--- config.mk ---
export PLATFORM = sky130hd
export DESIGN_NAME = regfile_param_flat
export DESIGN_NICKNAME = d
export VERILOG_FILES = /design/src/rtl/regfile_if.sv /design/src/rtl/regfile_param.sv /design/src/flat_wrapper.sv
export SDC_FILE = /design/constraint.sdc
export NUM_CORES = 1
export LEC_CHECK = 0
export ABC_AREA = 0
export CAP_MARGIN = 10
export CORE_UTILIZATION = 45
export CTS_CLUSTER_DIAMETER = 150
export CTS_CLUSTER_SIZE = 24
export DETAILED_ROUTE_END_ITERATION = 8
export HOLD_SLACK_MARGIN = 0.03
export PLACE_DENSITY = 0.66
export SETUP_SLACK_MARGIN = 0.4
export SLEW_MARGIN = 5
export SYNTH_ARGS = -nofsm -noshare
export SYNTH_HDL_FRONTEND = slang
export SYNTH_SLANG_ARGS = --single-unit
--- constraint.sdc ---
create_clock -name clk -period 6.7 [get_ports clk]
set_clock_uncertainty 0.1 [all_clocks]
set_input_delay 1.34 -clock clk [delete_from_list [all_inputs] [get_ports clk]]
set_output_delay 1.34 -clock clk [all_outputs]
set_load 0.03 [all_outputs]
--- src/rtl/regfile_if.sv ---
// regfile_if: decode/writeback-side bus of the register file (clear request, write port, two read ports).
interface regfile_if #(
    parameter int DATA_W = 32,
    parameter int ADDR_W = 5
);
    logic              clr;
    logic              we;
    logic [ADDR_W-1:0] waddr;
    logic [DATA_W-1:0] wdata;
    logic              re1;
    logic [ADDR_W-1:0] raddr1;
    logic [DATA_W-1:0] rdata1;
    logic              re2;
    logic [ADDR_W-1:0] raddr2;
    logic [DATA_W-1:0] rdata2;
    logic              busy;

    modport master (
        output clr, we, waddr, wdata, re1, raddr1, re2, raddr2,
        input  rdata1, rdata2, busy
    );

    modport slave (
        input  clr, we, waddr, wdata, re1, raddr1, re2, raddr2,
        output rdata1, rdata2, busy
    );
endinterface

--- src/rtl/regfile_param.sv ---
// regfile_param: 1W/2R register file with registered reads, optional bypass and zero entry, and a self-timed clear sweep.
module regfile_param #(
    parameter int DATA_W   = 32,
    parameter int ADDR_W   = 5,
    parameter bit ZERO_REG = 1'b1,
    parameter bit BYPASS   = 1'b1
) (
    input logic      clk,
    input logic      rst,
    regfile_if.slave bus
);
    localparam int DEPTH = 1 << ADDR_W;

    typedef enum logic {S_CLEAR, S_IDLE} state_t;

    state_t            r_state, w_state_nxt;
    logic [ADDR_W-1:0] r_clr_ptr, w_clr_ptr_nxt;
    logic [DATA_W-1:0] r_mem [DEPTH];
    logic [DATA_W-1:0] r_rdata1, r_rdata2;
    logic [DATA_W-1:0] w_rdata1_nxt, w_rdata2_nxt;
    logic              w_busy, w_wr_en;

    assign w_busy  = (r_state == S_CLEAR);
    assign w_wr_en = !w_busy && bus.we && !(ZERO_REG && bus.waddr == '0);

    always_comb begin
        w_state_nxt   = r_state;
        w_clr_ptr_nxt = r_clr_ptr;
        if (w_busy) begin
            w_clr_ptr_nxt = r_clr_ptr + 1'b1;
            w_state_nxt   = (&r_clr_ptr) ? S_IDLE : S_CLEAR;
        end else if (bus.clr) begin
            w_state_nxt   = S_CLEAR;
            w_clr_ptr_nxt = '0;
        end
    end

    // Priority per port: busy, hold, zero entry, bypass, array (pre-edge contents).
    assign w_rdata1_nxt = w_busy ? '0 :
                          !bus.re1 ? r_rdata1 :
                          (ZERO_REG && bus.raddr1 == '0) ? '0 :
                          (BYPASS && bus.we && bus.raddr1 == bus.waddr) ? bus.wdata :
                          r_mem[bus.raddr1];
    assign w_rdata2_nxt = w_busy ? '0 :
                          !bus.re2 ? r_rdata2 :
                          (ZERO_REG && bus.raddr2 == '0) ? '0 :
                          (BYPASS && bus.we && bus.raddr2 == bus.waddr) ? bus.wdata :
                          r_mem[bus.raddr2];

    always_ff @(posedge clk) begin
        if (rst) begin
            r_state   <= S_CLEAR;
            r_clr_ptr <= '0;
            r_rdata1  <= '0;
            r_rdata2  <= '0;
        end else begin
            r_state   <= w_state_nxt;
            r_clr_ptr <= w_clr_ptr_nxt;
            r_rdata1  <= w_rdata1_nxt;
            r_rdata2  <= w_rdata2_nxt;
        end
    end

    // Storage has no per-entry reset so it can map onto RAM; the sweep zeroes it instead.
    always_ff @(posedge clk) begin
        if (!rst) begin
            if (w_busy)
                r_mem[r_clr_ptr] <= '0;
            else if (w_wr_en)
                r_mem[bus.waddr] <= bus.wdata;
        end
    end

    assign bus.rdata1 = r_rdata1;
    assign bus.rdata2 = r_rdata2;
    assign bus.busy   = w_busy;
endmodule
--- src/flat_wrapper.sv ---
// flat-port wrapper written by rule: the top's interface ports become plain ports
module regfile_param_flat 
#(
    parameter int DATA_W   = 32,
    parameter int ADDR_W   = 5,
    parameter bit ZERO_REG = 1'b1,
    parameter bit BYPASS   = 1'b1
)
  (clk, rst, bus_clr, bus_we, bus_waddr, bus_wdata, bus_re1, bus_raddr1, bus_re2, bus_raddr2, bus_rdata1, bus_rdata2, bus_busy);
  regfile_if #(.DATA_W(DATA_W), .ADDR_W(ADDR_W)) bus_i ();
  input logic clk;
  input logic rst;
  input wire logic [$bits(bus_i.clr)-1:0] bus_clr;
  input wire logic [$bits(bus_i.we)-1:0] bus_we;
  input wire logic [$bits(bus_i.waddr)-1:0] bus_waddr;
  input wire logic [$bits(bus_i.wdata)-1:0] bus_wdata;
  input wire logic [$bits(bus_i.re1)-1:0] bus_re1;
  input wire logic [$bits(bus_i.raddr1)-1:0] bus_raddr1;
  input wire logic [$bits(bus_i.re2)-1:0] bus_re2;
  input wire logic [$bits(bus_i.raddr2)-1:0] bus_raddr2;
  output wire logic [$bits(bus_i.rdata1)-1:0] bus_rdata1;
  output wire logic [$bits(bus_i.rdata2)-1:0] bus_rdata2;
  output wire logic [$bits(bus_i.busy)-1:0] bus_busy;
  assign bus_i.clr = bus_clr;
  assign bus_i.we = bus_we;
  assign bus_i.waddr = bus_waddr;
  assign bus_i.wdata = bus_wdata;
  assign bus_i.re1 = bus_re1;
  assign bus_i.raddr1 = bus_raddr1;
  assign bus_i.re2 = bus_re2;
  assign bus_i.raddr2 = bus_raddr2;
  assign bus_rdata1 = bus_i.rdata1;
  assign bus_rdata2 = bus_i.rdata2;
  assign bus_busy = bus_i.busy;
  regfile_param #(.DATA_W(DATA_W), .ADDR_W(ADDR_W), .ZERO_REG(ZERO_REG), .BYPASS(BYPASS)) u_core (.clk(clk), .rst(rst), .bus(bus_i));
endmodule
==> impl_metrics.toml, run 1 <==
[global_routing]
grt_pass1_wl_um = 216000
grt_use_total = 0.266
antenna_found_initial = 3
grt_pass1_vias = 31200
grt_overflow = 0
grt_max_degree = 123

[worst_setup_path]
worstSetupStartpointType = "primary input"
cpLargestDelayFamily = "buffers and inverters"
worstSetupPathType = "in -> reg"
critical_path.max_fanout = 21
end_kind = "flop"
worstPathArrival_ps = 4870
cp.buffers_inverters = 3
cp.required_ps = 6920
cp_slowest_cell = "nor2_4"
critPathMaxStageDelay_ps = 710
cpMostUsedCell = "buf_4"
crit_path_cell_trace = "clkdlybuf4s50_1 -> nor2b_1 -> buf_4 -> o211a_2 -> a32oi_2 -> nor2_4 -> buf_4"

[cts]
cts_resized = 0
cts_buffers = 51
clk_pin_slew_ps = 100
cts_sinks = 1094
cts_tree = "yes"
h-tree-depth = 2
clock_latency_ps = 680
clk_path_buf_depth = 3
post-cts-setup-buffers = 0
hold_buffers = 0
cts-root-buf = "clkbuf_16"

[final_layout]
area_growth_syn_to_layout_pct = 9.11
stdcell_area_um2 = 54600
num-nets-final = 2851
multi_input_area_um2 = 17100
drive_above_1_share = 0.209
fill_cells = 8782
register_area_um2 = 32200

[flow_run]
maxCapViolations = 0

[placement]
dp_hpwl_um = 87000
pre_cts_slack_ps = 1430
numPortBuffers = 117
globalplace.congestion = 0.846
place_area_um2 = 53000

[die]
io_pins = 118
die_area_um2 = 112000
die_h_um = 335
start_util = 0.457
core_area_um2 = 109000
die_w_um = 335
std_cell_rows = 121

[drt]
num_vias = 29900
post-route-drc-count = 0
drt-initial-drc-count = 3726
routed_wl_um = 150000
vias_per_cell = 6.92
antenna_left = 0
dr.pass1.iters = 6
drt-wirelength-per-cell_um = 34.8

[timing]
max_freq_mhz = 215
max_slew_margin = 0.204
min_period_ps = 4650
worst_slack_ps = 2050
hold_viol = 0
rsz0062_at_grt = "no"
setup_viol = 0
whs_ps = 485
fin_setup_tns_ps = 0
period_share = 0.694
worstMarginPinSlew_ps = 1190
maxSlewViolCount = 0

[synthesis]
synth_edf_count = 1024
syn-cell-area_um2 = 50000
yosysUniqueCellTypes = 48
yosys_register_bits = 1094
yosysTopAreaCell = "edfxtp_1"
synth_nets = 2829
netlist_top_cells_area = "edfxtp_1 (61%), mux4_2 (17%), mux2i_1 (5.1%)"
syn_avg_cell_area_um2 = 18.0
synth_top_area_share = 0.615
ys.flop_type = "edfxtp_1"
synthArstFlopShare = 0
synthCells = 2774
yosysSeqAreaShare = 0.643
yosys_warnings = 0

[power]
vdd_drop_max_uv = 188
p_per_area_nw_per_um2 = 217
total_leakage_power_nw = 18.7

[outcome]
run_status = "finished, final reports clean"

[worst_hold_path]
hp-class = "reg -> reg"
[area by class of cell]
type                       count  share of cell area
antenna                        1           0.0000459
clock buffer                  93              0.0267
clock inverter                 3            0.000665
inverter                       8            0.000550
multi-input combinational   1442               0.313
sequential                  1094               0.589
tap                         1476              0.0338
timing repair buffer         199              0.0361
[flip-flops by register name, indices dropped and copies added (netlist names)]
register and cells:
u_core.r_clr_ptr 5, u_core.r_mem 1024, u_core.bus.rdata2 32, u_core.bus.rdata1 32
u_core.r_state 1
[worst register-to-register path: cells and delay by family (launching register included)]
| family | cells | cell delay [ps] |
|---|---|---|
| DFF | 1 | 560 |
| AOI/OAI and AO/OA | 2 | 1170 |
| and+or+nand+nor | 2 | 900 |
| buffers and inverters | 2 | 780 |
[metal layers]
layer | track usage | vias up | share of wire
met5 | 0 | - | 0.000060
met4 | 0.132 | 2 | 0.053
met3 | 0.0382 | 330 | 0.078
met2 | 0.442 | 1784 | 0.49
met1 | 0.344 | 15800 | 0.37
li1 | - | 11900 | -
[power breakdown]
group / switching, mW / internal (mW) / leakage (nW) / total (mW)
combinational: 0.495 / 0.322 / 6.33 / 0.817
sequential: 0.0168 / 7.38 / 11.7 / 7.40
clock: 2.12 / 1.49 / 0.707 / 3.62
[cell usage in the layout, fill, tap and decap left out, types with 5 or more instances in the layout]
master	netlist	routed
nor2_4	0	36
or3_1	64	64
clkdlybuf4s50_1	0	109
buf_12	0	13
nand2_1	15	15
xnor2_1	10	10
clkbuf_16	0	52
inv_1	7	7
and2_1	36	32
edfxtp_1	1024	1024
dfxtp_1	70	70
a21oi_1	131	131
a22oi_1	193	193
buf_8	0	5
clkbuf_1	112	41
buf_4	30	66
mux2i_1	256	256
a221oi_1	128	128
nor2_1	45	9
a22o_1	64	64
o21ai_0	65	65
mux4_2	384	384
[worst paths after layout]
check | to | from | cells after the start | slack, ps
max | u_core.r_mem[12][19] | rst | 7 | 2050
min | u_core.bus.rdata2[11] | u_core.bus.rdata2[11] | 2 | 480
max reg2reg | u_core.r_mem[12][19] | u_core.r_state | 6 | 2820
min reg2reg | u_core.bus.rdata2[11] | u_core.bus.rdata2[11] | 2 | 480
[Yosys cell counts (2+ instances only)]
cell	instances
a22oi_1	193
dfxtp_1	70
nand4b_1	2
nand2_1	15
buf_4	30
clkbuf_1	112
mux4_2	384
nor3_1	6
or4_4	2
a32oi_2	3
a22o_1	64
a221oi_1	128
inv_1	7
o21ai_0	65
buf_2	61
a21oi_1	131
ha_1	2
o211ai_2	2
buf_1	15
o21ai_2	2
nor2_1	45
and2_1	36
nor3_2	2
nor2b_1	5
o2111a_1	2
or3_1	64
nand2b_1	3
xnor2_1	10
nand4_1	3
o2111ai_1	2
mux2i_1	256
o21ai_1	3
buf_6	11
edfxtp_1	1024
[cells by family (layout without fill, tap and decap cells)]
group,after synthesis,in the layout,share of synthesized area
adder cells (fa/ha/maj),2,2,0.000500
other,0,1,0
flip-flops,1094,1094,0.643
multiplexers,641,641,0.224
buffers and inverters,238,303,0.0233
XOR/XNOR,10,10,0.00175
AO/OA/AOI/OAI,602,602,0.0865
AND/OR/NAND/NOR,187,187,0.0207
[per-stage QoR]
step,util,power (mW),cells
floorplan,-,8.09,2774
finish,0.499,11.8,4316
CTS,0.498,11.9,4312
global route,0.499,12.1,4315
global placement,0.484,8.36,4215
detailed placement,0.484,8.37,4216
Note: power is estimated with default switching activity, not from simulation.
==> inputs of run 2 (changes only) <==
--- a/config.mk
+++ b/config.mk
@@ -12,7 +12,7 @@
 export CTS_CLUSTER_SIZE = 24
 export DETAILED_ROUTE_END_ITERATION = 8
 export HOLD_SLACK_MARGIN = 0.03
-export PLACE_DENSITY = 0.66
+export PLACE_DENSITY = 0.68
 export SETUP_SLACK_MARGIN = 0.4
 export SLEW_MARGIN = 5
 export SYNTH_ARGS = -nofsm -noshare
==> constraint.sdc (replaced) <==
create_clock -name clk -period 3.99 [get_ports clk]
set_clock_uncertainty 0.1 [all_clocks]
set_input_delay 0.798 -clock clk [delete_from_list [all_inputs] [get_ports clk]]
set_output_delay 0.798 -clock clk [all_outputs]
set_load 0.03 [all_outputs]
==> run 2 against run 1 <==
First-iteration DRC count grew 9.4%. Sequential power up 68%. Register-to-register slack worse by 2000 ps. Non-clock buffer count up 102. Die area unchanged. Cell area increased by 2.8%. Via count grew 2.4%.
==> impl_metrics.toml, run 2 (same netlist as run 1, synthesis figures left out) <==
[outcome]
run_status = "finished, final reports clean"

[timing]
fin_setup_tns_ps = 0
maxSlewViolCount = 0
max_slew_margin = 0.207
rsz0062_at_grt = "no"
min_period_ps = 3220
hold_viol = 0
worstMarginPinSlew_ps = 1190
max_freq_mhz = 310
period_share = 0.808
setup_viol = 0

[global_routing]
grt_max_degree = 68
grt_pass1_vias = 31500
grt_overflow = 0
grt_use_total = 0.269
antenna_found_initial = 1
grt_pass1_wl_um = 219000

[drt]
drt-initial-drc-count = 4076
dr.pass1.iters = 7
vias_per_cell = 6.93
num_vias = 30600
drt-wirelength-per-cell_um = 34.3
antenna_left = 0
post-route-drc-count = 0
routed_wl_um = 151000

[power]
total_leakage_power_nw = 19.5
internal-power_mw = 15.5
pwr-share-seq = 0.624
vdd_drop_max_uv = 334
power.share.combinational = 0.075
p_sw_mw = 4.44
p_sw_frac = 0.223
p_per_area_nw_per_um2 = 355
p_total_mw = 19.9
pwr-share-clk = 0.301

[cts]
cts_tree = "yes"
hold_buffers = 0
cts_buffers = 51
clk_pin_slew_ps = 90
cts_sinks = 1094
cts_resized = 0
post-cts-setup-buffers = 0
clock_latency_ps = 670
cts-root-buf = "clkbuf_16"
h-tree-depth = 2
clk_path_buf_depth = 3

[flow_run]
maxCapViolations = 0

[die]
std_cell_rows = 121
core_area_um2 = 109000
start_util = 0.457
die_area_um2 = 112000
die_h_um = 335
die_w_um = 335
io_pins = 118

[worst_setup_path]
critPathMaxStageDelay_ps = 570
worstSetupStartpointType = "primary input"
cp.buffers_inverters = 2
critical_path.max_fanout = 32
cpLargestDelayFamily = "simple AND/OR/NAND/NOR gates"
crit_path_cell_trace = "clkdlybuf4s50_1 -> or4_1 -> o211a_2 -> mux2_2 -> nand2_1 -> nor2_4 -> buf_12"
r2r_start = "u_core.r_state"
r2r_cells = 7
worstSetupPathType = "in -> reg"
cp.required_ps = 4220
end_kind = "flop"
critical_path.startpoint = "bus_waddr[2]"
reg2reg_slack_ps = 830
worstPathArrival_ps = 3450
cp_slowest_cell = "or4_1"
worstReg2RegEnd = "u_core.r_mem[23][8]"

[placement]
numPortBuffers = 117
place_area_um2 = 54600
dp_hpwl_um = 93300
globalplace.congestion = 0.867

[final_layout]
n_antenna_cell = 0
top_register = "u_core.r_mem"
num-nets-final = 2953
final_common_cell = "edfxtp_1"
drive_above_1_share = 0.236
largest_reg_flops = 1024
layout_common_cells = "edfxtp_1 (1,024), mux4_2 (384), mux2i_1 (256)"
final_util = 0.513
fill_cells = 8591
area_growth_syn_to_layout_pct = 12.2
stdcell_area_um2 = 56100

[worst_hold_path]
hold_end = "u_core.bus.rdata1[31]"
hp-class = "reg -> reg"
min_from = "u_core.bus.rdata1[31]"
hold_path_depth = 2
## run 2: worst max-delay path by stage
stage                          end  slack [ps]  cells past startpoint
6_report       u_core.r_mem[0][19]         770                      7
5_1_grt        u_core.r_mem[13][0]         700                      5
4_1_cts         u_core.r_mem[0][0]         850                      7
3_5_place_dp    u_core.r_mem[0][7]         150                      7
3_3_place_gp   u_core.r_mem[23][7]         180                      7
2_1_floorplan  u_core.r_mem[12][0]        -110                      7
## run 2: through the flow
stage,hold WS (ps),setup WS (ps),instances
final,468,765,4412
after detailed placement,444,148,4320
after floorplan,430,-114,2774
after global routing,505,701,4412
after global placement,447,185,4320
after CTS,475,846,4411
## run 2: cell type report
cell class / count / area, um^2 / share of cell area
clock buffer: 89 / 1420 / 0.0253
timing repair buffer: 301 / 3560 / 0.0634
sequential: 1094 / 32200 / 0.573
clock inverter: 2 / 20.0 / 0.000357
tap: 1476 / 1850 / 0.0329
inverter: 8 / 30.0 / 0.000535
multi-input combinational: 1442 / 17100 / 0.304
## run 2: worst register-to-register path: stages (launching register included)
cell,delay (ps)
dfxtp_1,580
nor2b_1,230
buf_4,240
nand3_1,130
a32oi_1,550
nand2_1,440
nor2_4,340
buf_12,250
## run 2: power groups by stage
stage | Sequential [mW] | Clock (mW) | Combinational (mW)
floorplan | 12.7 | 0 | 0.916
global placement | 12.7 | 0 | 1.45
detailed placement | 12.7 | 0 | 1.47
CTS | 12.4 | 6.05 | 1.48
global route | 12.4 | 6.40 | 1.55
finish | 12.4 | 6.00 | 1.49
## run 2: metal layers
metal	wire, um	up-vias	share of wire	global-route usage
li1	-	12100	-	-
met1	56000	16100	0.37	0.355
met2	71600	2014	0.47	0.430
met3	13700	385	0.091	0.0400
met4	9780	0	0.065	0.152
met5	0	-	0	0
